==> src/rtl/keypad_scanner.sv <==
`default_nettype none
// ============================================================================
// keypad_scanner : 4x4 active-low keypad row scanner with press/release debounce
// Optional auto-repeat while a key is held: define KEYPAD_REPEAT_EN.
// Revision: 1.0
// ============================================================================
module keypad_scanner #(
  parameter int SCAN_DIV        = 16,
  parameter int DEBOUNCE_CYCLES = 8,
  parameter int REPEAT_CYCLES   = 1024
) (
  input  logic       clk,
  input  logic       nrst,
  input  logic [3:0] col,
  output logic [3:0] row,
  output logic       keystrobe,
  output logic [3:0] keycode,
  output logic       pressed
);

  localparam int                 c_DIV_W    = $clog2(SCAN_DIV);
  localparam int                 c_DB_W     = $clog2(DEBOUNCE_CYCLES);
  localparam logic [c_DIV_W-1:0] c_DIV_LAST = c_DIV_W'(SCAN_DIV - 1);
  localparam logic [c_DIV_W-1:0] c_DIV_ONE  = c_DIV_W'(1);
  localparam logic [c_DB_W-1:0]  c_DB_LAST  = c_DB_W'(DEBOUNCE_CYCLES - 1);
  localparam logic [c_DB_W-1:0]  c_DB_ONE   = c_DB_W'(1);
  localparam logic [3:0]         c_IDLE     = 4'hF;

  if (SCAN_DIV < 4) begin : g_chk_scan_div
    $error("SCAN_DIV must be at least 4");
  end
  if (DEBOUNCE_CYCLES < 2) begin : g_chk_debounce
    $error("DEBOUNCE_CYCLES must be at least 2");
  end
  if (REPEAT_CYCLES < 2) begin : g_chk_repeat
    $error("REPEAT_CYCLES must be at least 2");
  end

  typedef enum logic [1:0] {
    ST_SCAN     = 2'd0,
    ST_DEBOUNCE = 2'd1,
    ST_STROBE   = 2'd2,
    ST_HOLD     = 2'd3
  } state_t;

  state_t             r_state;
  logic [3:0]         r_col_meta;
  logic [3:0]         r_col_sync;
  logic [1:0]         r_row_idx;
  logic [3:0]         r_row;
  logic [c_DIV_W-1:0] r_div_cnt;
  logic [c_DB_W-1:0]  r_db_cnt;
  logic [3:0]         r_pattern;
  logic               r_keystrobe;
  logic [3:0]         r_keycode;
  logic               r_pressed;
  logic [1:0]         w_col_idx;
  logic               w_idle;
  logic               w_match;

`ifdef KEYPAD_REPEAT_EN
  localparam int                 c_REP_W    = $clog2(REPEAT_CYCLES);
  localparam logic [c_REP_W-1:0] c_REP_LAST = c_REP_W'(REPEAT_CYCLES - 1);
  localparam logic [c_REP_W-1:0] c_REP_ONE  = c_REP_W'(1);
  logic [c_REP_W-1:0] r_rep_cnt;
`endif

  function automatic logic [3:0] row_drive(input logic [1:0] idx);
    return ~(4'b0001 << idx);
  endfunction

  assign w_idle  = (r_col_sync == c_IDLE);
  assign w_match = (r_col_sync == r_pattern);

  // Several keys on one row: the lowest column index wins.
  always_comb begin
    w_col_idx = 2'd3;
    if (!r_pattern[0])      w_col_idx = 2'd0;
    else if (!r_pattern[1]) w_col_idx = 2'd1;
    else if (!r_pattern[2]) w_col_idx = 2'd2;
  end

  always_ff @(posedge clk or negedge nrst) begin
    if (!nrst) begin
      r_state     <= ST_SCAN;
      r_col_meta  <= c_IDLE;
      r_col_sync  <= c_IDLE;
      r_row_idx   <= 2'd0;
      r_row       <= 4'b1110;
      r_div_cnt   <= '0;
      r_db_cnt    <= '0;
      r_pattern   <= c_IDLE;
      r_keystrobe <= 1'b0;
      r_keycode   <= 4'h0;
      r_pressed   <= 1'b0;
`ifdef KEYPAD_REPEAT_EN
      r_rep_cnt   <= '0;
`endif
    end else begin
      r_col_meta  <= col;
      r_col_sync  <= r_col_meta;
      r_keystrobe <= 1'b0;
      case (r_state)
        ST_SCAN: begin
          if (r_div_cnt == c_DIV_LAST) begin
            r_div_cnt <= '0;
            if (w_idle) begin
              r_row_idx <= r_row_idx + 2'd1;
              r_row     <= row_drive(r_row_idx + 2'd1);
            end else begin
              r_pattern <= r_col_sync;
              r_db_cnt  <= '0;
              r_state   <= ST_DEBOUNCE;
            end
          end else begin
            r_div_cnt <= r_div_cnt + c_DIV_ONE;
          end
        end
        ST_DEBOUNCE: begin
          if (w_idle || !w_match) begin
            r_div_cnt <= '0;
            r_state   <= ST_SCAN;
          end else if (r_db_cnt == c_DB_LAST) begin
            r_keystrobe <= 1'b1;
            r_keycode   <= {r_row_idx, w_col_idx};
            r_pressed   <= 1'b1;
            r_state     <= ST_STROBE;
          end else begin
            r_db_cnt <= r_db_cnt + c_DB_ONE;
          end
        end
        ST_STROBE: begin
          r_db_cnt <= '0;
`ifdef KEYPAD_REPEAT_EN
          r_rep_cnt <= '0;
`endif
          r_state  <= ST_HOLD;
        end
        default: begin
          // Release needs an unbroken run of idle samples; any bounce restarts it.
          if (w_idle) begin
            if (r_db_cnt == c_DB_LAST) begin
              r_pressed <= 1'b0;
              r_div_cnt <= '0;
              r_row_idx <= r_row_idx + 2'd1;
              r_row     <= row_drive(r_row_idx + 2'd1);
              r_state   <= ST_SCAN;
            end else begin
              r_db_cnt <= r_db_cnt + c_DB_ONE;
            end
`ifdef KEYPAD_REPEAT_EN
            r_rep_cnt <= '0;
`endif
          end else begin
            r_db_cnt <= '0;
`ifdef KEYPAD_REPEAT_EN
            if (!w_match) begin
              r_rep_cnt <= '0;
            end else if (r_rep_cnt == c_REP_LAST) begin
              r_rep_cnt   <= '0;
              r_keystrobe <= 1'b1;
              r_state     <= ST_STROBE;
            end else begin
              r_rep_cnt <= r_rep_cnt + c_REP_ONE;
            end
`endif
          end
        end
      endcase
    end
  end

  assign row       = r_row;
  assign keystrobe = r_keystrobe;
  assign keycode   = r_keycode;
  assign pressed   = r_pressed;

endmodule
`default_nettype wire

==> config.mk <==
export PLATFORM = sky130hd
export DESIGN_NAME = keypad_scanner
export DESIGN_NICKNAME = d
export VERILOG_FILES = /design/src/rtl/keypad_scanner.sv
export SDC_FILE = /design/constraint.sdc
export NUM_CORES = 1
export LEC_CHECK = 0
export BUFFER_PORTS_ARGS = -buffer_cell sky130_fd_sc_hd__clkbuf_2
export CORE_MARGIN = 2
export CORE_UTILIZATION = 35
export CTS_BUF_LIST = sky130_fd_sc_hd__clkbuf_2
export CTS_CLUSTER_SIZE = 10
export DETAILED_ROUTE_END_ITERATION = 8
export HOLD_SLACK_MARGIN = 0.02
export MAX_ROUTING_LAYER = met4
export PLACE_DENSITY = 0.48
export SETUP_SLACK_MARGIN = 0.05
export SLEW_MARGIN = 0
export SYNTH_ARGS = -nofsm -noshare
export SYNTH_HDL_FRONTEND = slang
export SYNTH_SLANG_ARGS = --single-unit
==> constraint.sdc <==
create_clock -name clk -period 2.45 [get_ports clk]
set_clock_uncertainty 0.1 [all_clocks]
set_input_delay 0.3675 -clock clk [delete_from_list [all_inputs] [get_ports clk]]
set_output_delay 0.3675 -clock clk [all_outputs]
set_load 0.05 [all_outputs]
==> key figures, run 1 <==
Outcome
  • Status: completed

CTS
  • CTS Hold Buffers Added: 5
  • Worst-path clk slew: 0.16 ns
  • Post-CTS sizing: 0
  • CTS max path bufs: 2
  • Number of CTS-inserted buffers: 5
  • Clock H-tree levels: 2
  • CTS tree: built
  • Worst-Skew Late Latency: 0.37 ns
  • Post-CTS Setup Inserts: 0
  • Clk sinks: 33
  • Clock Tree Root: clkbuf_2

Min path
  • Hold Path Sink: r_col_sync[2]
  • Hold Path Class: flop to flop
  • Min-delay src: r_col_meta[2]
  • Hold Path Stages: 0

Floorplan
  • Initial core utilization: 0.370
  • Die Area: around 5200 sq um
  • Die width: 72.4 um
  • Core area: 4410 sq um
  • IO Pins: 16
  • Row Count: 24
  • Die Y: slightly above 70 um

Setup path
  • Startpoint types: flop
  • Critical path's top delay family: multiplexers
  • Largest fanout on the critical path: 11
  • Critical Path RT: 2.66 ns
  • CP Buf/Inv Count: 1
  • Reg2Reg Setup Slack: around 0.28 ns
  • Crit-path slowest cell: dfrtp_1
  • CP Capture Type: flop
  • CP cell instances: inv_1, ha_1, mux2_2, nor3_4, mux2i_1
  • FF-to-FF Start: r_state[0]
  • Type of the worst setup path: flop to flop
  • RR Endpoint: row[2]
  • Worst R2R Path Depth: 5
  • CP Data Arrival Time: 2.37 ns
  • Max incr delay on CP: 0.48 ns

STA
  • Max_slew headroom: 0.470
  • Worst-Margin Slew: just under 0.8 ns
  • Endpoints failing setup: 0
  • Max-slew violations: 0
  • Post-layout min period: around 2.2 ns
  • RSZ-0062 raised after global routing: false
  • Fin crit share: 0.884
  • Final setup margin: approximately 0.28 ns
  • Final total negative setup slack: 0 ns
  • Hold Vio Cnt, Final: 0
  • Max Freq: 462 MHz

Yosys
  • Netlist cell types: 36
  • Mapped Cells: between 100 and 150
  • Mapped Avg Cell Area: 11.3 sq um
  • Synthesized area: 1640 sq um
  • Syn. warnings: 0
  • Sequential share of the synthesized area: 0.516
  • Net count after synthesis: around 160
  • Yosys reg bits: 33
  • Proportion of netlist area held by the largest area contributor: 0.275
  • Area contributors post-synth: dfrtp_1, dfstp_2, ha_1
  • Area leader, netlist: dfrtp_1

Route
  • DRT Pass-1 Iters: 4
  • Remaining antenna violation count: 0
  • Initial drt markers: 38
  • DRC: 0
  • WL final: 2990 um
  • Vias/cell: 5.10
  • Via count: approximately 1,100
  • Routed len/inst: 13.4 um

Final layout
  • Share of post-route cells with drive strength above 1: 0.304
  • Layout Cells excl Fill: 223
  • Filler Cell Count: roughly 440
  • Net count, final: 187
  • Number of diodes: 0
  • Synth-to-Final Area Change: 13.5%

Placement
  • Pre-CTS setup slack: 0.266 ns
  • Final GP Congestion: roughly 0.8
  • Port buffer count: 15
  • Dpl cells: 210
  • DP HPWL: 2180 um

GRT
  • Vias in the first global route: 1,175
  • Initial antenna violation count: 0
  • Gr usage total: 0.135
  • Total congestion overflow: 0
  • Largest net degree at the start of global routing: 34
  • First-pass GRT wire length: 5280 um

Job
  • MaxCap Viol Count: 0

Pwr
  • Peak VDD IR: 313 uV
  • Static Leakage: a little over 0.0008 uW
  • Pwr Density: 753 nW/um^2
-- synth_stat cells --
cell type / n
nor2_1: 9
a31oi_1: 3
nor2b_1: 2
mux2_4: 1
or3_1: 1
a21o_1: 1
o21ai_0: 16
nand2_1: 10
and3_1: 2
a21boi_0: 1
clkbuf_2: 1
xnor2_1: 5
a21oi_2: 1
a41oi_1: 1
inv_1: 11
nor3_1: 1
nor3_4: 1
o41ai_1: 1
and2_1: 2
dfstp_2: 15
mux2_2: 5
nand3_1: 3
o21ai_1: 1
a22oi_1: 1
buf_2: 1
o31ai_1: 2
nand4_1: 3
nand3_2: 3
ha_1: 11
a21oi_1: 2
mux2i_1: 6
dfrtp_1: 18
and4_1: 1
o211ai_2: 1
nor2_4: 1
o21ai_4: 1
-- per-stage QoR --
step	area, sq um	power (uW)	hold slack (ns)	utilization
final	1860	1400	0.268	0.420
after global routing	1860	1510	0.274	0.420
after global placement	1770	1130	0.246	0.400
after detailed placement	1770	1150	0.247	0.400
after CTS	1860	1420	0.270	0.420
after floorplan	1640	1050	-0.0281	-
-- registers in the layout (all words and copies together) (netlist names) --
name        count
r_col_sync      4
r_row_idx       2
pressed         1
r_state         2
keystrobe       1
keycode         4
r_col_meta      4
r_pattern       4
r_div_cnt       4
row             4
r_db_cnt        3
-- placed cells by master, fill, tap and decap left out, types with 2 or more instances in the layout --
cell	n
nand4_1	3
inv_1	11
dfrtp_1	18
o31ai_1	2
clkinv_2	2
ha_1	11
mux2i_1	6
nand3_2	3
clkbuf_2	21
and3_1	2
dfstp_2	15
nand3_1	3
nand2_1	10
and2_1	2
o21ai_0	16
nor2_1	9
mux2_2	5
a31oi_1	3
a21oi_1	2
nor2b_1	2
xnor2_1	5
dlygate4sd3_1	5
-- final cells by class --
| type | instances | area, sq um | area share |
|---|---|---|---|
| Clock buffer | 6 | 30.0 | 0.0162 |
| Clock inverter | 2 | 10.0 | 0.00539 |
| Inverter | 11 | 41.3 | 0.0223 |
| Multi-Input combinational cell | 99 | 739 | 0.399 |
| Sequential cell | 33 | 845 | 0.455 |
| Tap cell | 52 | 65.1 | 0.0351 |
| Timing Repair Buffer | 20 | 125 | 0.0674 |
-- worst max-delay path by stage --
stage | from | endpoint | slack [ns] | cells past startpoint
after floorplan | r_state[0] | r_state[0] | 0.59 | 6
after global placement | r_state[0] | row[3] | 0.37 | 5
after detailed placement | r_state[0] | row[2] | 0.27 | 5
after CTS | r_state[0] | row[2] | 0.26 | 5
after global routing | r_state[0] | row[3] | 0.12 | 5
final | r_state[0] | row[2] | 0.28 | 5
-- kinds of logic (layout without fill, tap and decap cells) --
| group | after synthesis | after routing | synth area share |
|---|---|---|---|
| flops | 33 | 33 | 0.516 |
| simple gates | 39 | 39 | 0.135 |
| fa+ha+maj | 11 | 11 | 0.0842 |
| xor+xnor | 5 | 5 | 0.0268 |
| buf+inv | 13 | 39 | 0.0314 |
| mux | 12 | 12 | 0.0803 |
| compound gates | 32 | 32 | 0.126 |
-- routing by layer --
metal  vias to the layer above  global-route usage  wire length, um
met5                         -                   -                0
met4                         0              0.0587               60
met3                         5              0.0375               97
met2                        21               0.216             1410
met1                       556               0.158             1430
li1                        556                   -                -
-- power breakdown --
group	total (uW)	leakage, uW	switching (uW)	internal (uW)
combinational	456	0.000395	271	185
clock	254	0.0000327	183	71.7
sequential	687	0.000401	63.6	623
total	1400	0.000829	517	880
(Power assumes the default switching activity.)
==> inputs of run 2 (changes only) <==
ABC_CLOCK_PERIOD_IN_PS = 2450   (was unset)
CAP_MARGIN = 20   (was unset)
CORE_UTILIZATION = 60   (was 35)
PLACE_DENSITY = 0.77   (was 0.48)
==> key figures, run 2 (synthesized netlist as in run 1, its figures left out) <==
Final layout
  • Net count, final: 187 (unchanged)
  • Number of diodes: 0 (unchanged)
  • Leading cell type in the layout, fill and taps excluded: clkbuf_2
  • Synth-to-Final Area Change: 13.3%
  • Share of post-route cells with drive strength above 1: 0.298 (-0.00585)
  • Most frequent cells in the layout: clkbuf_2, dfrtp_1, o21ai_0, dfstp_2

STA
  • Hold Vio Cnt, Final: 0 (unchanged)
  • Endpoints failing setup: 0 (unchanged)
  • Final setup margin: 0.264 ns (-0.0198 ns)
  • Post-layout min period: 2.19 ns (+0.0198 ns)
  • RSZ-0062 raised after global routing: false
  • Max Freq: 457 MHz (-0.90%)
  • Final total negative setup slack: 0 ns (unchanged)
  • Max-slew violations: 0 (unchanged)
  • Max_slew headroom: 0.474 (+0.00374)
  • Worst-Margin Slew: 0.789 ns (-0.00560 ns)
  • Fin crit share: 0.892 (+0.00807)

Setup path
  • Critical path's top delay family: multiplexers
  • CP Data Arrival Time: 2.39 ns (+0.02 ns)
  • Largest fanout on the critical path: 11 (unchanged)
  • Critical Path RT: 2.66 ns (about the same)
  • CP cell instances: inv_1, ha_1, mux2_2, nor3_4, mux2i_1
  • CP Buf/Inv Count: 1 (unchanged)
  • Type of the worst setup path: flop to flop
  • Max incr delay on CP: 0.49 ns (about the same)
  • Crit-path slowest cell: dfrtp_1
  • CP Capture Type: flop
  • Startpoint types: flop

Floorplan
  • Core area: 2520 sq um (-43%)
  • Initial core utilization: 0.648 (+0.278)
  • Die Y: 56.2 um (-22%)
  • Die Area: 3160 sq um (-40%)
  • IO Pins: 16 (unchanged)
  • Die width: 56.2 um (-22%)
  • Row Count: 18 (-25%)

Route
  • Routed wl met2: 1470 um (+4.9%)
  • WL final: 2910 um (-2.7%)
  • Max layer used: met4
  • Initial drt markers: 32 (-16%)
  • Routed len/inst: 14.5 um (+7.9%)
  • DRT Pass-1 Iters: 4 (unchanged)
  • Vias/cell: 5.77 (+13%)
  • DRC: 0 (unchanged)
  • Met3 routed WL: 133 um (+37%)
  • Remaining antenna violation count: 0 (unchanged)
  • M1 WL: 1260 um (-11%)
  • Via count: 1,160 (+1.9%)

Outcome
  • Status: completed

Pwr
  • Peak VDD IR: 719 uV (+130%)
  • Pwr Density: 813 nW/um^2 (+8.0%)
  • Static Leakage: 0.000837 uW (+0.99%)

Min path
  • Hold Path Class: flop to flop

GRT
  • Vias in the first global route: 1,200 (+2.1%)
  • Total congestion overflow: 0 (unchanged)
  • Initial antenna violation count: 0 (unchanged)
  • Gr usage total: 0.217 (+0.0820)
  • Largest net degree at the start of global routing: 34 (unchanged)
  • First-pass GRT wire length: 5180 um (-1.8%)

Placement
  • DP HPWL: 2110 um (-3.3%)
  • Port buffer count: 15 (unchanged)
  • Pre-CTS setup slack: 0.299 ns (+0.0328 ns)
  • Final GP Congestion: 0.788 (+0.19%)

CTS
  • Worst-path clk slew: 0.17 ns (about the same)
  • Post-CTS sizing: 0 (unchanged)
  • Worst-Skew Late Latency: 0.36 ns (about the same)
  • Number of CTS-inserted buffers: 5 (unchanged)
  • CTS max path bufs: 2 (unchanged)
  • Clock Tree Root: clkbuf_2
  • Clk sinks: 33 (unchanged)
  • Post-CTS Setup Inserts: 0 (unchanged)
  • CTS tree: built
  • Clock H-tree levels: 2 (unchanged)

Job
  • MaxCap Viol Count: 0 (unchanged)
==> run 2: timing repair <==
item                                    4_1_cts  5_1_grt
endpoints found under the hold margin        22        0
endpoints found under the setup margin        0        0
hold buffers                                  5        0
==> run 2: worst register-to-register path, delay by kind of cell (launching register included) <==
kind                       cells  cell delay (ns)
adders and majority gates      1             0.43
buffers and inverters          1             0.14
DFF                            1             0.49
muxes                          2             0.66
and+or+nand+nor                1             0.33
==> run 2: worst paths after layout <==
check / depth (start not counted) / start / to / slack (ns)
worst max-delay path: 5 / r_state[0] / row[3] / 0.26
worst min-delay path: 0 / r_col_meta[3] / r_col_sync[3] / 0.27
worst max register to register: 5 / r_state[0] / row[3] / 0.26
worst min register to register: 0 / r_col_meta[3] / r_col_sync[3] / 0.27
max in group asynchronous: 2 / nrst / keycode[0] / 1.27
min in group asynchronous: 2 / nrst / r_state[1] / 0.49
==> run 2: final cells by class <==
class | count | area (sq um)
timing repair buffer | 20 | 125
clock buffer | 5 | 25.0
tap | 30 | 37.5
clock inverter | 3 | 40.0
fill | 174 | 669
inverter | 11 | 41.3
sequential | 33 | 845
multi-input combinational | 99 | 739
==> run 2: layer usage <==
layer	vias up	track usage
met3	8	0.0791
li1	558	-
met4	0	0.0646
met5	-	-
met2	30	0.338
met1	564	0.265
==> run 2: stage by stage <==
| stage | area [sq um] | cells | util | hold slack (ns) | total power (uW) |
|---|---|---|---|---|---|
| floorplan | 1640 | 145 | - | -0.0281 | 1050 |
| global placement | 1740 | 188 | 0.689 | 0.246 | 1120 |
| detailed placement | 1740 | 188 | 0.689 | 0.249 | 1140 |
| CTS | 1850 | 201 | 0.735 | 0.271 | 1510 |
| global route | 1850 | 201 | 0.735 | 0.273 | 1610 |
| finish | 1850 | 201 | 0.735 | 0.268 | 1510 |
==> run 2: power breakdown <==
part	internal [uW]	switching [uW]	total [uW]
Combinational	186	280	466
Sequential	623	63.4	686
Clock	171	185	355
Total	980	528	1510
